==> src/rtl/seq_divider_32_if.sv <==
// ---------------------------------------------------------------------------
// seq_divider_32_if
//
// Purpose : groups the start/busy/done handshake and the operand/result
//           buses between the ALU control sequencer and seq_divider_32.
//
// Signals :
//   start        sequencer -> divider  request, honoured only when busy=0
//   signed_op    sequencer -> divider  two's-complement request
//   dividend     sequencer -> divider  32-bit dividend
//   divisor      sequencer -> divider  32-bit divisor
//   busy         divider -> sequencer  division in progress
//   done         divider -> sequencer  one-cycle result-update pulse
//   div_by_zero  divider -> sequencer  last accepted divisor was zero
//   quotient     divider -> sequencer  result, held between done pulses
//   remainder    divider -> sequencer  result, held between done pulses
//
// Modports: master = sequencer side, slave = divider side.
// ---------------------------------------------------------------------------
interface seq_divider_32_if;

   logic        start;
   logic        signed_op;
   logic [31:0] dividend;
   logic [31:0] divisor;
   logic        busy;
   logic        done;
   logic        div_by_zero;
   logic [31:0] quotient;
   logic [31:0] remainder;

   modport master (
      output start, signed_op, dividend, divisor,
      input  busy, done, div_by_zero, quotient, remainder
   );

   modport slave (
      input  start, signed_op, dividend, divisor,
      output busy, done, div_by_zero, quotient, remainder
   );

endinterface

==> src/rtl/seq_divider_32.sv <==
// ---------------------------------------------------------------------------
// seq_divider_32
//
// Purpose : multi-cycle 32-bit restoring divider. One quotient bit is
//           produced per clock using a single full_subtractor_32 as the
//           trial-subtract datapath.
//
// Ports   :
//   clk    input   system clock, rising edge
//   rst_n  input   asynchronous active-low reset
//   bus    seq_divider_32_if.slave  handshake, operands and results
//
// Parameters:
//   WIDTH  operand width, must be 32 (matches full_subtractor_32)
//
// Configuration macro:
//   SIGNED_DIV_EN  when defined, signed_op=1 requests two's-complement
//                  division; a FIXUP state applies the result signs and
//                  latency grows from 33 to 34 cycles. When undefined,
//                  signed_op is ignored and all divisions are unsigned.
//
// Latency (start accepted at edge k):
//   normal        done after edge k+33 (k+34 with SIGNED_DIV_EN)
//   divisor == 0  done after edge k+2
// ---------------------------------------------------------------------------

// 32-bit ripple-style subtractor: diff = x - y - bin, bout = borrow out.
module full_subtractor_32 (
   input  logic [31:0] x_i,
   input  logic [31:0] y_i,
   input  logic        bin_i,
   output logic [31:0] diff_o,
   output logic        bout_o
);

   // A 33-bit subtraction: the top bit of the wrapped result is the borrow.
   assign {bout_o, diff_o} = {1'b0, x_i} - {1'b0, y_i} - {32'd0, bin_i};

endmodule

module seq_divider_32 #(
   parameter int WIDTH = 32
) (
   input  logic             clk,
   input  logic             rst_n,
   seq_divider_32_if.slave  bus
);

   // The datapath is hard-wired to the 32-bit subtractor.
   if (WIDTH != 32) begin : gWidthCheck
      $error("seq_divider_32: WIDTH must be 32");
   end

   typedef enum logic [2:0] {
      IDLE  = 3'd0,
      RUN   = 3'd1,
      ZERO  = 3'd2,
      FIXUP = 3'd3,
      DONE  = 3'd4
   } state_t;

   state_t      state_q, state_d;
   logic [5:0]  count_q, count_d;
   logic [31:0] rem_q, rem_d;
   logic [31:0] dq_q, dq_d;
   logic [31:0] divisor_q, divisor_d;
   logic [31:0] dividendRaw_q, dividendRaw_d;
   logic [31:0] quotient_q, quotient_d;
   logic [31:0] remainder_q, remainder_d;
   logic        divByZero_q, divByZero_d;

   logic [31:0] dividendMag;
   logic [31:0] divisorMag;

   logic [31:0] trialX;
   logic [31:0] trialDiff;
   logic        trialBout;
   logic        trialAccept;
   logic [31:0] iterRem;
   logic [31:0] iterDq;

`ifdef SIGNED_DIV_EN
   logic        negQuot_q, negQuot_d;
   logic        negRem_q, negRem_d;
   logic        dividendNeg;
   logic        divisorNeg;

   // Operands become magnitudes; the signs are remembered for FIXUP.
   assign dividendNeg = bus.signed_op & bus.dividend[31];
   assign divisorNeg  = bus.signed_op & bus.divisor[31];
   assign dividendMag = dividendNeg ? (32'd0 - bus.dividend) : bus.dividend;
   assign divisorMag  = divisorNeg  ? (32'd0 - bus.divisor)  : bus.divisor;
`else
   logic        unusedSignedOp;

   assign unusedSignedOp = bus.signed_op;
   assign dividendMag    = bus.dividend;
   assign divisorMag     = bus.divisor;
`endif

   // Trial subtract of the shifted partial remainder {rem, dq[31]}; bit 32
   // of that shifted value is rem_q[31], which forces acceptance because
   // the 33-bit value is then certainly larger than any 32-bit divisor.
   assign trialX      = {rem_q[30:0], dq_q[31]};
   assign trialAccept = rem_q[31] | ~trialBout;
   assign iterRem     = trialAccept ? trialDiff : trialX;
   assign iterDq      = {dq_q[30:0], trialAccept};

   full_subtractor_32 uTrialSub (
      .x_i    (trialX),
      .y_i    (divisor_q),
      .bin_i  (1'b0),
      .diff_o (trialDiff),
      .bout_o (trialBout)
   );

   // Next-state and handshake decode. RUN spends 32 edges iterating and one
   // more edge committing (or handing over to FIXUP); ZERO likewise holds
   // for one settle edge before its commit edge.
   always_comb begin
      state_d       = state_q;
      count_d       = count_q;
      rem_d         = rem_q;
      dq_d          = dq_q;
      divisor_d     = divisor_q;
      dividendRaw_d = dividendRaw_q;
      quotient_d    = quotient_q;
      remainder_d   = remainder_q;
      divByZero_d   = divByZero_q;
`ifdef SIGNED_DIV_EN
      negQuot_d     = negQuot_q;
      negRem_d      = negRem_q;
`endif
      bus.busy      = 1'b0;
      bus.done      = 1'b0;

      case (state_q)
         IDLE, DONE: begin
            bus.done = (state_q == DONE);
            state_d  = IDLE;
            if (bus.start) begin
               dividendRaw_d = bus.dividend;
               divisor_d     = divisorMag;
               dq_d          = dividendMag;
               rem_d         = 32'd0;
               count_d       = 6'd0;
               divByZero_d   = 1'b0;
`ifdef SIGNED_DIV_EN
               negQuot_d     = dividendNeg ^ divisorNeg;
               negRem_d      = dividendNeg;
`endif
               state_d       = (bus.divisor == 32'd0) ? ZERO : RUN;
            end
         end

         RUN: begin
            bus.busy = 1'b1;
            if (count_q == 6'd32) begin
`ifdef SIGNED_DIV_EN
               state_d     = FIXUP;
`else
               quotient_d  = dq_q;
               remainder_d = rem_q;
               state_d     = DONE;
`endif
            end else begin
               rem_d   = iterRem;
               dq_d    = iterDq;
               count_d = count_q + 6'd1;
            end
         end

         ZERO: begin
            bus.busy = 1'b1;
            if (count_q == 6'd1) begin
               quotient_d  = 32'hFFFF_FFFF;
               remainder_d = dividendRaw_q;
               divByZero_d = 1'b1;
               state_d     = DONE;
            end else begin
               count_d = count_q + 6'd1;
            end
         end

         FIXUP: begin
            bus.busy    = 1'b1;
            quotient_d  = dq_q;
            remainder_d = rem_q;
`ifdef SIGNED_DIV_EN
            // Quotient sign follows the operand signs, remainder follows
            // the dividend; -2^31 / -1 wraps back to 32'h80000000.
            if (negQuot_q) quotient_d  = 32'd0 - dq_q;
            if (negRem_q)  remainder_d = 32'd0 - rem_q;
`endif
            state_d     = DONE;
         end

         default: begin
            state_d = IDLE;
         end
      endcase
   end

   // State and datapath registers; reset clears everything so an aborted
   // division leaves no trace and never produces a done pulse.
   always_ff @(posedge clk or negedge rst_n) begin
      if (!rst_n) begin
         state_q       <= IDLE;
         count_q       <= 6'd0;
         rem_q         <= 32'd0;
         dq_q          <= 32'd0;
         divisor_q     <= 32'd0;
         dividendRaw_q <= 32'd0;
         quotient_q    <= 32'd0;
         remainder_q   <= 32'd0;
         divByZero_q   <= 1'b0;
`ifdef SIGNED_DIV_EN
         negQuot_q     <= 1'b0;
         negRem_q      <= 1'b0;
`endif
      end else begin
         state_q       <= state_d;
         count_q       <= count_d;
         rem_q         <= rem_d;
         dq_q          <= dq_d;
         divisor_q     <= divisor_d;
         dividendRaw_q <= dividendRaw_d;
         quotient_q    <= quotient_d;
         remainder_q   <= remainder_d;
         divByZero_q   <= divByZero_d;
`ifdef SIGNED_DIV_EN
         negQuot_q     <= negQuot_d;
         negRem_q      <= negRem_d;
`endif
      end
   end

   assign bus.quotient    = quotient_q;
   assign bus.remainder   = remainder_q;
   assign bus.div_by_zero = divByZero_q;

endmodule

==> src/flat_wrapper.sv <==
// flat-port wrapper written by rule: the top's interface ports become plain ports
module seq_divider_32_flat 
#(
   parameter int WIDTH = 32
)
  (clk, rst_n, bus_start, bus_signed_op, bus_dividend, bus_divisor, bus_busy, bus_done, bus_div_by_zero, bus_quotient, bus_remainder);
  seq_divider_32_if bus_i ();
  input  logic clk;
  input  logic rst_n;
  input wire logic [$bits(bus_i.start)-1:0] bus_start;
  input wire logic [$bits(bus_i.signed_op)-1:0] bus_signed_op;
  input wire logic [$bits(bus_i.dividend)-1:0] bus_dividend;
  input wire logic [$bits(bus_i.divisor)-1:0] bus_divisor;
  output wire logic [$bits(bus_i.busy)-1:0] bus_busy;
  output wire logic [$bits(bus_i.done)-1:0] bus_done;
  output wire logic [$bits(bus_i.div_by_zero)-1:0] bus_div_by_zero;
  output wire logic [$bits(bus_i.quotient)-1:0] bus_quotient;
  output wire logic [$bits(bus_i.remainder)-1:0] bus_remainder;
  assign bus_i.start = bus_start;
  assign bus_i.signed_op = bus_signed_op;
  assign bus_i.dividend = bus_dividend;
  assign bus_i.divisor = bus_divisor;
  assign bus_busy = bus_i.busy;
  assign bus_done = bus_i.done;
  assign bus_div_by_zero = bus_i.div_by_zero;
  assign bus_quotient = bus_i.quotient;
  assign bus_remainder = bus_i.remainder;
  seq_divider_32 #(.WIDTH(WIDTH)) u_core (.clk(clk), .rst_n(rst_n), .bus(bus_i));
endmodule
==> config.mk <==
export PLATFORM = sky130hd
export DESIGN_NAME = seq_divider_32_flat
export DESIGN_NICKNAME = d
export VERILOG_FILES = /design/src/rtl/seq_divider_32_if.sv /design/src/rtl/seq_divider_32.sv /design/src/flat_wrapper.sv
export SDC_FILE = /design/constraint.sdc
export NUM_CORES = 1
export LEC_CHECK = 0
export BUFFER_PORTS_ARGS = -buffer_cell sky130_fd_sc_hd__buf_4
export CELL_PAD_IN_SITES_DETAIL_PLACEMENT = 2
export CELL_PAD_IN_SITES_GLOBAL_PLACEMENT = 2
export CORE_ASPECT_RATIO = 1.5
export CORE_MARGIN = 4
export CORE_UTILIZATION = 32
export CTS_CLUSTER_DIAMETER = 80
export DETAILED_ROUTE_END_ITERATION = 8
export PLACE_DENSITY_LB_ADDON = 0.1
export SKIP_CTS_REPAIR_TIMING = 1
export SLEW_MARGIN = 20
export SYNTH_ARGS = -nofsm -noshare
export SYNTH_HDL_FRONTEND = slang
export SYNTH_SLANG_ARGS = --single-unit
==> constraint.sdc <==
create_clock -name clk -period 2.33 [get_ports clk]
set_input_delay 0.5825 -clock clk [delete_from_list [all_inputs] [get_ports clk]]
set_output_delay 0.5825 -clock clk [all_outputs]
set_load 0.01 [all_outputs]
==> flow_summary_export.csv <==
group,metric,value,unit
status,outcome,"complete, but fails checks",
status,violations,"setup timing",
synth,yosysMostFrequentCell,"nand2_1",
pwr,p_total,25.71,mW
cells_and_area,stdcell_count,1894,
clock_tree,cts.path.max_buffers,3,
pwr,p_leak,6.907,nW
synth,synth_top_family_by_area,"simple AND/OR/NAND/NOR gates",
synth,yosysTopAreaCellShare,48.86,%
worst_hold_path,min_from,"bus_dividend[5]",
sta,setup_viol,33,
worst_setup_path,critPathCaptureType,"flop",
route,dr.pass1.iters,4,
synth,synth_top_cell_by_area,"dfrtp_1",
sta,slew_viol_final,0,
route,final_antenna_net_count,0,
synth,synth_cells,1182,
clock_tree,cts_max_level,1,
clock_tree,cts_buffers,23,
route,wire_per_inst,21.06,um
worst_setup_path,worstPathArrival,3110,ps
placement,port-buffer-count,133,
synth,synthesis.area,0.01035,mm^2
clock_tree,clk_latency,540,ps
synth,synth.top_cells.by_area,"dfrtp_1 (49%), nand2_1 (10%), o21ai_0 (4.7%), nor2_1 (4.3%), mux2i_1 (4.3%)",
sta,max_clock_freq,0.3698,GHz
clock_tree,cts-root-buf,"clkbuf_16",
synth,synth-simple-area-share,18.45,%
sta,tightest_slew,638.4,ps
floorplanning,ios,135,
synth,ys_types,54,
worst_setup_path,critPathLaunchType,"flop",
worst_setup_path,r2r_start,"u_core.divisor_q[1]",
synth,synth-edff-count,0,
cells_and_area,drive_gt1_share,30.66,%
placement,placed_area,0.01306,mm^2
clock_tree,clkTransAtPathRegs,70,ps
placement,dp_cells,1833,
synth,synth_flop_cell,"dfrtp_1",
synth,synth_xor_area_share,2.116,%
placement,dpl.hpwl,27350,um
worst_setup_path,required,2740,ps
worst_setup_path,worstPathCellList,"inv_2 -> ha_4 -> nor2b_4 -> o31a_1 -> o31a_1 -> a211oi_2 -> buf_4 -> buf_6 -> o2111ai_2 -> nand2_1 -> mux2i_1 -> nand2_1",
floorplanning,core-area,0.03183,mm^2
cells_and_area,antennaDiodeCount,0,
worst_setup_path,worstReg2RegEnd,"u_core.rem_q[29]",
worst_setup_path,critPathMaxFanout,3,
worst_setup_path,cpPeakStageDelay,400,ps
sta,fin_crit_sh,116.0,%
sta,fin_crit,2704,ps
floorplanning,num_rows,80,
synth,synth.yosys.warnings,0,
synth,synth_compound_area_share,17.29,%
synth,avgSynthCellArea,8.753,um^2
flow_run,drv_cap,0,
clock_tree,cts_tree,"done",
route,drc,0,
synth,ys_top_cells_by_count,"nand2_1 (281), dfrtp_1 (202), nor2_1 (118)",
route,drt_iter0_markers,329,
floorplanning,dieArea,0.03533,mm^2
sta,hold_viol,0,
route,drt-total-wl,39890,um
synth,ys_seq_elements,202,
sta,max_slew_margin,57.44,%
clock_tree,clock-sinks,202,
synth,async_flop_share,100.0,%
cells_and_area,area_growth,41.54,%
global_route,antenna_found_initial,0,
global_route,grtUsageTotal,20.49,%
sta,rsz0062_at_grt,"yes",
route,via_per_inst,5.200,
synth,muxShareOfSynthArea,4.366,%
worst_setup_path,crit_slowest_cell,"dfrtp_1",
worst_hold_path,min_to,"u_core.dividendRaw_q[5]",
synth,synth_fp_nets,1286,
route,vias,9848,
cells_and_area,stdcell_area,0.01464,mm^2
worst_hold_path,hold_path_depth,3,
worst_setup_path,reg2regPathDepth,12,
placement,gp_congestion,0.8684,
cells_and_area,fillCellCount,3505,
pwr,p_per_area,1756,mW/mm^2
floorplanning,die_w,154.8,um
synth,yosysSeqAreaShare,48.86,%
worst_setup_path,regToRegSetupSlack,-370,ps
global_route,grt_pass1_wl,58630,um
cells_and_area,final_nets,1572,
global_route,grt_overflow_total,0,
worst_setup_path,worst-setup-path-type,"flop to flop",
floorplanning,start_util,32.50,%
sta,finalClockSkew,24.30,ps
pwr,peakVddDrop,0.8922,mV
synth,synthAdderAreaFrac,4.426,%
global_route,grt_max_degree,74,
floorplanning,fp.dieH,228.2,um
global_route,grt_pass1_vias,10740,
worst_hold_path,hold_path_class,"input port to flop",
sta,setup_ws,-373.9,ps
[how the worst max path moves through the flow]
stage | slack [ps] | from | to
floorplan | -80 | u_core.rem_q[0] | u_core.rem_q[27]
detailed placement | -610 | u_core.rem_q[13] | u_core.rem_q[25]
finish | -370 | u_core.divisor_q[1] | u_core.rem_q[29]
global route | -490 | u_core.divisor_q[1] | u_core.rem_q[29]
global placement | -620 | u_core.rem_q[13] | u_core.rem_q[25]
CTS | -660 | u_core.rem_q[13] | u_core.rem_q[25]
[per-layer routing]
metal / routed length (um) / up-vias / global-route usage [%]
met5: 0 / - / 0
met4: 1071 / 0 / 4.695
met3: 1260 / 61 / 2.143
met2: 21820 / 188 / 38.85
met1: 15740 / 4994 / 24.61
li1: - / 4605 / -
[cell families (layout without fill, tap and decap cells)]
| logic type | after synthesis | count (layout) |
|---|---|---|
| and+or+nand+nor | 466 | 466 |
| adders and majority gates | 36 | 36 |
| muxes | 45 | 45 |
| buffers and inverters | 111 | 413 |
| AOI/OAI and AO/OA | 297 | 297 |
| DFF | 202 | 202 |
| xor gates and xnor gates | 25 | 25 |
[per-stage QoR]
step	worst slack, ps	TNS, ps	utilization, %	hold WS [ps]
after global routing	-493.0	-12370	46.01	255.7
after detailed placement	-613.3	-14570	41.04	470.2
after CTS	-659.3	-16870	43.72	-39.56
after global placement	-616.8	-12330	41.04	458.1
after floorplan	-80.30	-432.5	-	286.9
final	-373.9	-8612	46.01	249.8
[area by class of cell]
cell class	instances	area, um^2	share of cell area [%]
Multi-Input combinational cell	869	5335	36.43
Sequential cell	202	5056	34.53
Timing Repair Buffer	331	2734	18.67
Clock buffer	29	628.1	4.289
Tap cell	410	513.0	3.503
Clock inverter	12	224.0	1.529
Inverter	41	153.9	1.051
[sequential cells by signal, summed over array words and instances (netlist names), 3 cells and up]
| signal | cells |
|---|---|
| u_core.bus.quotient | 32 |
| u_core.count_q | 6 |
| u_core.bus.remainder | 32 |
| u_core.rem_q | 32 |
| u_core.state_q | 3 |
| u_core.divisor_q | 32 |
| u_core.dividendRaw_q | 32 |
| u_core.dq_q | 32 |
[layout by cell type, fill, tap and decap left out, drive strengths merged, types with 3 or more instances in the layout]
cell type	netlist	routed
buf	35	326
xor2	18	18
or3	3	3
nor2	118	118
a32oi	14	14
a22o	3	3
nand4	10	10
xnor2	7	7
nor4	8	8
clkinv	0	3
inv	41	43
and2	7	7
a21oi	68	68
a31oi	43	43
and3	8	8
nor3	11	11
dfrtp	202	202
o21bai	4	4
o21a	6	6
and4	3	3
clkbuf	35	33
mux2i	44	44
nand3	8	8
nand2	281	281
o21ai	119	119
bufinv	0	6
a211oi	3	3
a21o	18	18
ha	35	35
[power breakdown]
| part | switching [mW] | total [mW] | internal, mW |
|---|---|---|---|
| clock | 1.58 | 4.16 | 2.58 |
| combinational | 8.21 | 15.1 | 6.90 |
| sequential | 1.21 | 6.43 | 5.23 |
| total | 11.0 | 25.7 | 14.7 |
[worst max-delay path, delay by kind of cell (launching register included)]
kind | cells | cell delay, ps
AO/OA/AOI/OAI | 4 | 1040
buffers and inverters | 3 | 420
multiplexers | 1 | 200
AND/OR/NAND/NOR | 3 | 310
flip-flops | 1 | 400
adder cells (fa/ha/maj) | 1 | 210
No activity file was read; power rests on OpenSTA's default activity.
